<file path="src/rtl/mmio_bus_arbiter_pkg.sv">
// Package mmio_arb_pkg: shared types and constants for the MMIO bus arbiter.
//   state_t      : arbiter FSM states (IDLE, ISSUE, RESP)
//   MMIO_ADDR_W  : default MMIO address width
//   MMIO_DATA_W  : default MMIO data width
//   grant_w()    : width of a master index for a given master count
package mmio_arb_pkg;

  localparam int unsigned MMIO_ADDR_W = 21;
  localparam int unsigned MMIO_DATA_W = 32;

  // Legacy state encodings kept as named constants; the enum reuses them.
  localparam logic [1:0] ST_IDLE  = 2'd0;
  localparam logic [1:0] ST_ISSUE = 2'd1;
  localparam logic [1:0] ST_RESP  = 2'd2;

  typedef enum logic [1:0] {
    IDLE  = ST_IDLE,
    ISSUE = ST_ISSUE,
    RESP  = ST_RESP
  } state_t;

  function automatic int unsigned grant_w(input int unsigned n);
    return (n > 1) ? $clog2(n) : 1;
  endfunction

endpackage

</file>
<file path="src/rtl/mmio_bus_arbiter_if.sv">
// Interface mmio_bus_arbiter_if: requester-side handshake of the MMIO arbiter.
//   m_req    : per-master request, held until that master's ack
//   m_write  : per-master direction (1 = write)
//   m_addr   : per-master address
//   m_wdata  : per-master write data
//   m_ack    : one-cycle completion pulse to the granted master
//   m_rdata  : shared read data, valid in the ack cycle
// Modports: master (requester view), slave (arbiter view).
interface mmio_bus_arbiter_if
  import mmio_arb_pkg::*;
#(
  parameter int unsigned NUM_MASTERS = 2,
  parameter int unsigned ADDR_W      = MMIO_ADDR_W,
  parameter int unsigned DATA_W      = MMIO_DATA_W
);

  logic [NUM_MASTERS-1:0]             m_req;
  logic [NUM_MASTERS-1:0]             m_write;
  logic [NUM_MASTERS-1:0][ADDR_W-1:0] m_addr;
  logic [NUM_MASTERS-1:0][DATA_W-1:0] m_wdata;
  logic [NUM_MASTERS-1:0]             m_ack;
  logic [DATA_W-1:0]                  m_rdata;

  modport master (
    output m_req, m_write, m_addr, m_wdata,
    input  m_ack, m_rdata
  );

  modport slave (
    input  m_req, m_write, m_addr, m_wdata,
    output m_ack, m_rdata
  );

endinterface

</file>
<file path="src/rtl/mmio_bus_arbiter_rr_pick.sv">
// mmio_rr_pick: combinational requester picker for the MMIO arbiter.
//   req_i   : request vector
//   last_i  : index of the last granted master
//   valid_o : any request present
//   idx_o   : chosen master index
// Default: rotating priority starting at last_i+1 with wrap-around.
// MMIO_ARB_FIXED_PRIO_EN: fixed priority, lowest index wins; last_i ignored.
module mmio_rr_pick
  import mmio_arb_pkg::*;
#(
  parameter int unsigned N     = 2,
  parameter int unsigned IDX_W = grant_w(N)
) (
  input  logic [N-1:0]     req_i,
  input  logic [IDX_W-1:0] last_i,
  output logic             valid_o,
  output logic [IDX_W-1:0] idx_o
);

  logic [31:0] cand;

`ifdef MMIO_ARB_FIXED_PRIO_EN
  logic unused_last;
  assign unused_last = ^last_i;

  // Scan from highest to lowest index so the lowest requester is assigned last.
  always_comb begin
    valid_o = |req_i;
    idx_o   = '0;
    cand    = '0;
    for (int unsigned k = N; k > 0; k--) begin
      cand = k - 1;
      if (req_i[cand[IDX_W-1:0]]) idx_o = cand[IDX_W-1:0];
    end
  end
`else
  // Scan from lowest to highest priority so the nearest requester after
  // last_i is assigned last and therefore wins.
  always_comb begin
    valid_o = |req_i;
    idx_o   = '0;
    cand    = '0;
    for (int unsigned k = N; k > 0; k--) begin
      cand = (32'(last_i) + k) % N;
      if (req_i[cand[IDX_W-1:0]]) idx_o = cand[IDX_W-1:0];
    end
  end
`endif

endmodule

</file>
<file path="src/rtl/mmio_bus_arbiter.sv">
// mmio_bus_arbiter: shares one MMIO bus between NUM_MASTERS requesters,
// one transaction per grant, fixed IDLE -> ISSUE -> RESP sequence.
//   clk, reset_n        : clock, asynchronous active-low reset
//   mif (slave modport) : per-master req/write/addr/wdata in, ack/rdata out
//   mmio_cs/read/write  : bus chip select and strobes (ISSUE only)
//   mmio_addr/write_data: registered bus address and write data
//   mmio_read_data      : bus read data, captured at the end of ISSUE
//   busy                : high in ISSUE and RESP
//   grant_id            : current or last granted master
// Option macro: MMIO_ARB_FIXED_PRIO_EN selects fixed priority in the picker.
module mmio_bus_arbiter
  import mmio_arb_pkg::*;
#(
  parameter  int unsigned NUM_MASTERS = 2,
  parameter  int unsigned ADDR_W      = MMIO_ADDR_W,
  parameter  int unsigned DATA_W      = MMIO_DATA_W,
  localparam int unsigned GW          = grant_w(NUM_MASTERS)
) (
  input  logic                 clk,
  input  logic                 reset_n,
  mmio_bus_arbiter_if.slave    mif,
  output logic                 mmio_cs,
  output logic                 mmio_read,
  output logic                 mmio_write,
  output logic [ADDR_W-1:0]    mmio_addr,
  output logic [DATA_W-1:0]    mmio_write_data,
  input  logic [DATA_W-1:0]    mmio_read_data,
  output logic                 busy,
  output logic [GW-1:0]        grant_id
);

  state_t            state_q, state_d;
  logic [GW-1:0]     last_q, last_d;
  logic [GW-1:0]     gid_q, gid_d;
  logic              wr_q, wr_d;
  logic [ADDR_W-1:0] addr_q, addr_d;
  logic [DATA_W-1:0] wdata_q, wdata_d;
  logic [DATA_W-1:0] rdata_q, rdata_d;

  logic              pick_valid;
  logic [GW-1:0]     pick_idx;

  mmio_rr_pick #(
    .N     (NUM_MASTERS),
    .IDX_W (GW)
  ) u_pick (
    .req_i   (mif.m_req),
    .last_i  (last_q),
    .valid_o (pick_valid),
    .idx_o   (pick_idx)
  );

  // Request fields are latched at grant time, so a master dropping its
  // request after being granted cannot disturb the transaction, and the
  // bus address/data only change when a new ISSUE begins.
  always_comb begin
    state_d = state_q;
    last_d  = last_q;
    gid_d   = gid_q;
    wr_d    = wr_q;
    addr_d  = addr_q;
    wdata_d = wdata_q;
    rdata_d = rdata_q;
    case (state_q)
      IDLE: begin
        if (pick_valid) begin
          gid_d   = pick_idx;
          last_d  = pick_idx;
          wr_d    = mif.m_write[pick_idx];
          addr_d  = mif.m_addr[pick_idx];
          wdata_d = mif.m_wdata[pick_idx];
          state_d = ISSUE;
        end
      end
      ISSUE: begin
        if (!wr_q) rdata_d = mmio_read_data;
        state_d = RESP;
      end
      RESP:    state_d = IDLE;
      default: state_d = IDLE;
    endcase
  end

  always_ff @(posedge clk or negedge reset_n) begin
    if (!reset_n) begin
      state_q <= IDLE;
      last_q  <= GW'(NUM_MASTERS - 1);
      gid_q   <= '0;
      wr_q    <= 1'b0;
      addr_q  <= '0;
      wdata_q <= '0;
      rdata_q <= '0;
    end else begin
      state_q <= state_d;
      last_q  <= last_d;
      gid_q   <= gid_d;
      wr_q    <= wr_d;
      addr_q  <= addr_d;
      wdata_q <= wdata_d;
      rdata_q <= rdata_d;
    end
  end

  // Strobes decode straight from the state register so an async reset
  // removes them without waiting for a clock.
  assign mmio_cs         = (state_q == ISSUE);
  assign mmio_read       = mmio_cs & ~wr_q;
  assign mmio_write      = mmio_cs &  wr_q;
  assign mmio_addr       = addr_q;
  assign mmio_write_data = wdata_q;
  assign busy            = (state_q != IDLE);
  assign grant_id        = gid_q;
  assign mif.m_rdata     = rdata_q;

  always_comb begin
    mif.m_ack = '0;
    if (state_q == RESP) mif.m_ack[gid_q] = 1'b1;
  end

endmodule
</file>
<file path="src/flat_wrapper.sv">
// flat-port wrapper written by rule: the top's interface ports become plain ports
module mmio_bus_arbiter_flat import mmio_arb_pkg::*;
#(
  parameter  int unsigned NUM_MASTERS = 2,
  parameter  int unsigned ADDR_W      = MMIO_ADDR_W,
  parameter  int unsigned DATA_W      = MMIO_DATA_W,
  localparam int unsigned GW          = grant_w(NUM_MASTERS)
)
  (clk, reset_n, mmio_cs, mmio_read, mmio_write, mmio_addr, mmio_write_data, mmio_read_data, busy, grant_id, mif_m_req, mif_m_write, mif_m_addr, mif_m_wdata, mif_m_ack, mif_m_rdata);
  mmio_bus_arbiter_if #(.NUM_MASTERS(NUM_MASTERS), .ADDR_W(ADDR_W), .DATA_W(DATA_W)) mif_i ();
  input  logic clk;
  input  logic reset_n;
  output logic mmio_cs;
  output logic mmio_read;
  output logic mmio_write;
  output logic [ADDR_W-1:0] mmio_addr;
  output logic [DATA_W-1:0] mmio_write_data;
  input  logic [DATA_W-1:0] mmio_read_data;
  output logic busy;
  output logic [GW-1:0] grant_id;
  input wire logic [$bits(mif_i.m_req)-1:0] mif_m_req;
  input wire logic [$bits(mif_i.m_write)-1:0] mif_m_write;
  input wire logic [$bits(mif_i.m_addr)-1:0] mif_m_addr;
  input wire logic [$bits(mif_i.m_wdata)-1:0] mif_m_wdata;
  output wire logic [$bits(mif_i.m_ack)-1:0] mif_m_ack;
  output wire logic [$bits(mif_i.m_rdata)-1:0] mif_m_rdata;
  assign mif_i.m_req = mif_m_req;
  assign mif_i.m_write = mif_m_write;
  assign mif_i.m_addr = mif_m_addr;
  assign mif_i.m_wdata = mif_m_wdata;
  assign mif_m_ack = mif_i.m_ack;
  assign mif_m_rdata = mif_i.m_rdata;
  mmio_bus_arbiter #(.NUM_MASTERS(NUM_MASTERS), .ADDR_W(ADDR_W), .DATA_W(DATA_W)) u_core (.clk(clk), .reset_n(reset_n), .mif(mif_i), .mmio_cs(mmio_cs), .mmio_read(mmio_read), .mmio_write(mmio_write), .mmio_addr(mmio_addr), .mmio_write_data(mmio_write_data), .mmio_read_data(mmio_read_data), .busy(busy), .grant_id(grant_id));
endmodule
</file>
<file path="config.mk">
export PLATFORM = sky130hd
export DESIGN_NAME = mmio_bus_arbiter_flat
export DESIGN_NICKNAME = d
export VERILOG_FILES = /design/src/rtl/mmio_bus_arbiter_pkg.sv /design/src/rtl/mmio_bus_arbiter_if.sv /design/src/rtl/mmio_bus_arbiter_rr_pick.sv /design/src/rtl/mmio_bus_arbiter.sv /design/src/flat_wrapper.sv
export SDC_FILE = /design/constraint.sdc
export NUM_CORES = 1
export LEC_CHECK = 0
export ABC_AREA = 1
export CORE_ASPECT_RATIO = 0.8
export CORE_UTILIZATION = 44
export CTS_BUF_LIST = sky130_fd_sc_hd__clkbuf_4 sky130_fd_sc_hd__clkbuf_8
export DETAILED_ROUTE_END_ITERATION = 16
export PLACE_DENSITY_LB_ADDON = 0.15
export SLEW_MARGIN = 10
export SYNTH_ARGS = -nofsm -noshare
export SYNTH_HDL_FRONTEND = slang
export SYNTH_SLANG_ARGS = --single-unit
</file>
<file path="constraint.sdc">
create_clock -name clk -period 3.7 [get_ports clk]
set_input_delay 0.555 -clock clk [delete_from_list [all_inputs] [get_ports clk]]
set_output_delay 0.555 -clock clk [all_outputs]
set_load 0.005 [all_outputs]
</file>
After elaboration in Yosys (flattened, before gate mapping):

Index checks and enable logic that the tools add are counted.
W data, S select, Z words.

* flip-flop bits (word level): 90
* input bits: 144
* output and inout bits: 92
* word-level logic and storage cells: 43

* add/sub/neg operators: 2
* order comparisons: 5
* equality and inequality tests: 3
* muxes and demuxes: 17
* bitwise gates (word level): 3
* reductions and logical operators: 6

Operators by type and width (count)
* $mux W32: 2
* $mux W21: 2
* $mux W1: 9
* $lt A1 B2 Y1 const B: 4
* $mux W2: 2
* $pmux W2 S2: 1
* $reduce_and A2 Y1: 2
* $add A1 B1 Y1 const B: 2
* $and A1 B1 Y1: 2
* $eq A2 B1 Y1 const B: 1
* $eq A2 B2 Y1 const B: 1
* $logic_not A2 Y1: 1
* $ne A2 B1 Y1 const B: 1
* $reduce_bool A2 Y1: 1
* $reduce_or A2 Y1: 1
* $demux W1 S1: 1
* $ge A1 B1 Y1 const B: 1
* $logic_and A1 B1 Y1: 1
* $not A1 Y1: 1

Depth between registers and ports, before layout:

* depth after elaboration: 7
* mapped depth: 7
* mapped depth without buffers: 6

Modules after synthesis:

A second synthesis with hierarchy kept.

* cell total of the unflattened synthesis: 565
* area total of the unflattened synthesis: 4729.5 µm²

Modules (own cells, without submodules)
* mmio_bus_arbiter: instances 1, cells each 562, area an instance 4714.5 µm², sequential area each 2253.4 µm²
* mmio_rr_pick: instances 1, cells each 3, area an instance 15.0 µm², sequential area each 0.0 µm²

Least setup slack after synthesis:

No wires, ideal clock.

* path type: flip-flop to output port
* start: register u_core.state_q[1]
* end: output port mmio_read
* data arrival time: 0.873 ns
* data required time: 3.145 ns
* slack: 2.272 ns
* cell stages (with the launch flop): 5
* buffers on the path: 1
* cell sequence: dfrtp_1 nor2_2 nand2_2 inv_2 buf_6

* cells in the longest elaborated chain, start to end: 2

RTL lines
* start: declaration: RTL line mmio_bus_arbiter.sv:32 `state_t state_q, state_d;`
* start signal: assignment: RTL line mmio_bus_arbiter.sv:94 `state_q <= state_d;`
* $eq A2 B1 Y1: RTL line mmio_bus_arbiter.sv:106 `assign mmio_cs = (state_q == ISSUE);`
* named net mmio_cs: RTL line flat_wrapper.sv:13 `output logic mmio_cs;`
* $and A1 B1 Y1: RTL line mmio_bus_arbiter.sv:107 `assign mmio_read = mmio_cs & ~wr_q;`
* end: declaration: RTL line flat_wrapper.sv:14 `output logic mmio_read;`

The timed path passes the listed nets, and every way through them passes these cells.

Final worst setup path:

* start: register u_core.state_q[1]
* end: output port mmio_read

* cells in the longest elaborated chain, start to end: 2

RTL lines (RTL line)
* $eq A2 B1 Y1: mmio_bus_arbiter.sv:106
* $and A1 B1 Y1: mmio_bus_arbiter.sv:107

No other way between the ends.

==> impl_metrics.py <==
metrics = {
    "cells_and_area": {
        "final_core_util": 0.721,
        "areaGrowthSynthToFinish_pct": 57.6,
        "finalNonFillerCells": 978,
        "drive_above_1_share": 0.0404,
        "layout_commonest_cell": "nand2_1",
        "stdcell_area_um2": 7050,
        "diodes": 0,
        "nets": 981,
        "final_cell_mix": "nand2_1, clkdlybuf4s50_1, inv_1, nand3_1, dfrtp_1",
    },
    "clock_tree": {
        "cts_buffers": 9,
        "postCtsResizedCells": 0,
        "cts_tree": "built",
        "cts-root-buf": "clkbuf_8",
        "clk_path_buf_depth": 2,
        "clk_latency_ns": 0.36,
        "htreeDepth": 3,
        "clk_pin_slew_worst_paths_ns": 0.10,
        "cts-hold-fix-buffers": 0,
        "cts_setup_buffers": 0,
        "cts_sinks": 90,
    },
    "sta": {
        "setup_tns_ns": 0,
        "slew_headroom": 0.447,
        "fmax_mhz": 347,
        "drv_slew": 0,
        "worst_pin_slew_ns": 0.830,
        "fin_skew_ns": 0.0131,
        "hold_violations": 0,
        "setup_viol_count_final": 0,
        "fin_crit_ns": 2.88,
        "period_share": 0.778,
        "setup_ws_ns": 0.820,
        "rsz0062_at_grt": "false",
        "hold_ws_ns": 0.220,
    },
    "logic_synthesis": {
        "synthTopCellsByArea": "dfrtp_1, nand2_1, nand3_1",
        "synthCells": 619,
        "syn_area_per_cell_um2": 7.22,
        "synth_fp_nets": 763,
        "synthesis.area_um2": 4470,
        "yosys.area_share.simple": 0.355,
        "synth-xor-area-share": 0,
        "synth_compound_area_frac": 0.00112,
        "synthDistinctLibCells": 18,
        "synthMuxAreaShare": 0,
        "synth_top_family_by_area": "simple AND/OR/NAND/NOR gates",
        "synth_top_area_frac": 0.498,
        "yosysTopAreaCell": "dfrtp_1",
        "synth_seq_cells": 90,
        "yosysSeqAreaShare": 0.504,
        "yosysWarnings": 0,
        "synthAdderAreaFrac": 0,
    },
    "grt": {
        "grt_max_degree": 91,
        "grt_pass1_vias": 4525,
        "grt_overflow": 0,
        "gr-usage-all-layers": 0.260,
        "gr-usage-met3": 0.0720,
        "grt-busiest-layer": "met2",
        "antenna_found_initial": 0,
        "grt_pass1_wl_um": 21300,
        "grtUsageMet2": 0.431,
        "use_met1": 0.319,
    },
    "setup_path": {
        "cp_max_fo": 33,
        "r2r-end": "u_core.mmio_write_data[7]",
        "cp.arrival_ns": 2.33,
        "cp.required_ns": 3.14,
        "setup.worst_path.class": "reg -> out",
        "reg2reg_from": "u_core.state_q[1]",
        "cp-end-kind": "primary output",
        "r2r_cells": 6,
        "startpoint_type": "flop",
        "ff2ff_setup_slack_ns": 1.90,
    },
    "placement": {
        "place_hpwl_um": 9320,
        "place_area_um2": 6830,
        "pre_cts_slack_ns": 1.23,
        "gp_congestion": 0.827,
        "io_buffer_count": 235,
        "dp_cells": 962,
    },
    "route": {
        "drtIter0Drc": 310,
        "wl_um": 13300,
        "final_antenna_net_count": 0,
        "drc": 0,
        "vias": 4561,
        "wire_per_inst_um": 13.6,
        "firstDrtPassIters": 5,
        "viasPerCell": 4.66,
    },
    "flow_run": {
        "maxCapViolations": 0,
    },
    "die": {
        "die_w_um": 115,
        "dieArea_um2": 10600,
        "core-area_um2": 9770,
        "placementRows": 32,
        "ioPinCount": 236,
        "initial_utilization": 0.458,
        "die_y_um": 92.2,
    },
    "power_and_ir_drop": {
        "leakage_nw": 3.73,
        "ir_drop_mv": 0.455,
        "cellPowerDensity_nw_per_um2": 693,
        "total_power_mw": 4.88,
    },
    "status": {
        "outcome": "complete, no violations",
    },
    "min_path": {
        "hold_path_class": "in -> async",
    },
}
-- critical path, cell delays in order, from the launching register on --
cell and delay, ns:
dfrtp_1 0.43, nor2_2 0.16, nand2_2 0.06, buf_4 0.24, inv_2 0.44, clkdlybuf4s50_1 0.60
-- area by class of cell --
| class | count | area (µm²) |
|---|---|---|
| Fill cell | 791 | 2720 |
| Timing Repair Buffer | 240 | 2390 |
| Sequential cell | 90 | 2250 |
| Multi-Input combinational cell | 381 | 1590 |
| Inverter | 115 | 434 |
| Tap cell | 136 | 170 |
| Clock buffer | 11 | 151 |
| Clock inverter | 5 | 61.3 |
-- routing by layer --
layer,up-vias,share of wire
met3,29,0.081
li1,2267,-
met2,194,0.49
met1,2071,0.41
met4,0,0.022
met5,-,0
-- logic make-up (layout without fill, tap and decap cells) --
kind of cell / after synthesis / count (layout)
flip-flops: 90 / 90
AND/OR/NAND/NOR: 380 / 380
AO/OA/AOI/OAI: 1 / 1
buffers and inverters: 148 / 371
-- how the worst max path moves through the flow --
| stage | start | end | slack, ns |
|---|---|---|---|
| floorplan | u_core.state_q[1] | mmio_read | 2.27 |
| global placement | u_core.state_q[1] | mmio_read | 1.29 |
| detailed placement | u_core.state_q[1] | mmio_read | 1.23 |
| CTS | u_core.state_q[1] | mmio_read | 0.80 |
| global route | u_core.state_q[1] | mmio_read | 0.66 |
| finish | u_core.state_q[1] | mmio_read | 0.82 |
-- sequential cells by signal, summed over array words and instances, names as in the netlist --
| name | cells |
|---|---|
| u_core.wr_q | 1 |
| u_core.mif.m_rdata | 32 |
| u_core.mmio_addr | 21 |
| u_core.grant_id | 1 |
| u_core.last_q | 1 |
| u_core.state_q | 2 |
| u_core.mmio_write_data | 32 |
-- Yosys cell counts --
master and number:
nor2_4 1, nand3_1 108, nor2_1 2, inv_1 111, clkbuf_1 6, nor2_2 1
dfstp_2 1, buf_4 2, buf_2 19, buf_1 1, buf_6 5, dfrtp_1 89
nand2_2 4, inv_4 1, inv_2 3, nand2_1 261, o21ai_0 1, nor3_1 3
-- where the power goes --
group	leakage (nW)	switching [mW]	total [mW]	internal (mW)
clock network	0.0982	0.363	0.715	0.352
logic	2.53	1.10	2.40	1.30
registers	1.10	0.288	1.77	1.48
Note: power is estimated with default switching activity, not from simulation.
==> edit: new RTL, same flow settings <==
`MMIO_DATA_W`: 32 -> 64.
--- a/src/rtl/mmio_bus_arbiter_pkg.sv
+++ b/src/rtl/mmio_bus_arbiter_pkg.sv
@@ -7,5 +7,5 @@
 
   localparam int unsigned MMIO_ADDR_W = 21;
-  localparam int unsigned MMIO_DATA_W = 32;
+  localparam int unsigned MMIO_DATA_W = 64;
 
   // Legacy state encodings kept as named constants; the enum reuses them.
Interface: changed (resized mif_m_rdata, mif_m_wdata, mmio_read_data and mmio_write_data); port bits go from 236 to 396. The function was not compared with the original's and may differ.
==> edit against the unedited design <==
Sequential cell count up 64. Sequential power up 70%. Design area up 69%. Routed wire length up 90%. Utilization about the same. Area after synthesis up 67%. Critical path depth unchanged. Final cell count up 66%. Setup slack better by 0.59 ns. Total power up 76%. Fmax up 26%. Global-route usage up 3.4 points. Combinational power up 73%. Critical path type unchanged. Largest cell class unchanged.
==> edit: results (changes against the unedited design) <==
\begin{tabular}{lr}
\hline
Metric & Value \\
\hline
\multicolumn{2}{l}{\textbf{Global routing}} \\
Met3 GRT Util & 0.0923 (was 0.0720) \\
Wire length of the first global-routing pass & 39.2 mm (was 21.3 mm) \\
Maximum number of pins on one net before global-route repair & 97 (was 91) \\
Met1 track utilization from global routing & 0.339 (was 0.319) \\
Combined global-route utilization of all metal layers & 0.294 (was 0.260) \\
Number of global-route vias before repair & 7425 (was 4525) \\
Antenna violations before repair & 1 (was 0) \\
Global routing usage on met2 & 0.487 (was 0.431) \\
\multicolumn{2}{l}{\textbf{Drt}} \\
WL per Instance & 15.5 um (was 13.6 um) \\
Ratio of routed vias to standard cells & 4.75 (was 4.66) \\
Drt initial violations & 411 (was 310) \\
Number of detailed-routing iterations run before antenna repair & 4 (was 5) \\
\multicolumn{2}{l}{\textbf{Logic synthesis}} \\
Count of synthesis-stage warnings from yosys & 0 (unchanged) \\
Cell types occupying the most area after synthesis & dfrtp\_1, nand2\_1, nand3\_1 (unchanged) \\
Synth cell types & 17 (was 18) \\
Total nets after synthesis & 1270 (was 763) \\
Top post-synthesis cells by count & nand2\_1, inv\_1, nand3\_1 (unchanged) \\
\multicolumn{2}{l}{\textbf{Pwr}} \\
Cell leakage power & 6.30 nW (was 3.73 nW) \\
VDD IR max & 0.414 mV (was 0.455 mV) \\
\multicolumn{2}{l}{\textbf{Placed design}} \\
Port Buf Inserts & 395 (was 235) \\
Weighted congestion reported at the end of routability-driven placement & 0.855 (was 0.827) \\
HPWL Detailed & 17.6 mm (was 9.32 mm) \\
\multicolumn{2}{l}{\textbf{Final layout}} \\
Number of filler cells placed in the layout & 1387 (was 791) \\
\# nets final & 1634 (was 981) \\
Share of cells above drive strength 1 & 0.0384 (was 0.0404) \\
\multicolumn{2}{l}{\textbf{Clock network}} \\
Number of buffers created by CTS & 17 (was 9) \\
Number of setup buffers added after CTS & 0 (unchanged) \\
H-Tree Level Count & 4 (was 3) \\
\multicolumn{2}{l}{\textbf{Critical path}} \\
Largest stage delay, worst path & 0.50 ns (was 0.60 ns) \\
Arr. time, crit path & 1.74 ns (was 2.33 ns) \\
Critical Path Fanout Max & 4 (was 33) \\
CP Launch Point & u\_core.state\_q[0] (was u\_core.state\_q[1]) \\
Endpoint of the lowest-slack register-to-register path & u\_core.mmio\_write\_data[15] (was u\_core.mmio\_write\_data[7]) \\
Minimum setup slack among reg-to-reg paths & 1.82 ns (was 1.90 ns) \\
\multicolumn{2}{l}{\textbf{STA}} \\
Worst setup skew after layout & 0.0113 ns (was 0.0131 ns) \\
\multicolumn{2}{l}{\textbf{Run status}} \\
Outcome & completed (unchanged) \\
\hline
\end{tabular}
edit: final cells by class:
cell class / instances / area, um^2 / share of cell area
clock buffers: 17 / 234 / 0.0196
clock inverters: 15 / 215 / 0.0180
inverters: 179 / 672 / 0.0563
multi-input cells: 637 / 2640 / 0.221
flip-flops and latches: 154 / 3850 / 0.323
well taps: 220 / 275 / 0.0231
repair buffers: 405 / 4050 / 0.339
edit: metal layers:
metal	up-vias	part of all wire
met5	-	0.00068
met4	2	0.045
met3	70	0.083
met2	310	0.49
met1	3560	0.39
li1	3780	-
edit: per-stage QoR:
stage / util / area [um^2] / setup WS [ns] / hold slack, ns / instances
global route: 0.721 / 11900 / 1.27 / 0.242 / 1627
global placement: 0.694 / 11500 / 1.30 / 0.461 / 1595
finish: 0.721 / 11900 / 1.41 / 0.167 / 1627
CTS: 0.721 / 11900 / 1.37 / 0.221 / 1627
detailed placement: 0.694 / 11500 / 1.29 / 0.464 / 1595
floorplan: - / 7470 / 2.22 / 0.259 / 1030
edit: how the worst max path moves through the flow:
stage                                 end  cells after the start
6_report                        mmio_read                      5
2_1_floorplan  u_core.mmio_write_data[34]                      8
5_1_grt                         mmio_read                      5
3_3_place_gp   u_core.mmio_write_data[14]                      7
3_5_place_dp   u_core.mmio_write_data[50]                      7
4_1_cts                         mmio_read                      5
edit: cells by family after synthesis:
family	count (synthesis)	share of synthesized area
DFF	154	0.516
AOI/OAI and AO/OA	1	0.000670
buffers and inverters	239	0.132
and+or+nand+nor	636	0.351
edit: power breakdown:
| group | switching [mW] | internal (mW) |
|---|---|---|
| logic | 1.94 | 2.21 |
| clock network | 0.704 | 0.749 |
| registers | 0.477 | 2.53 |
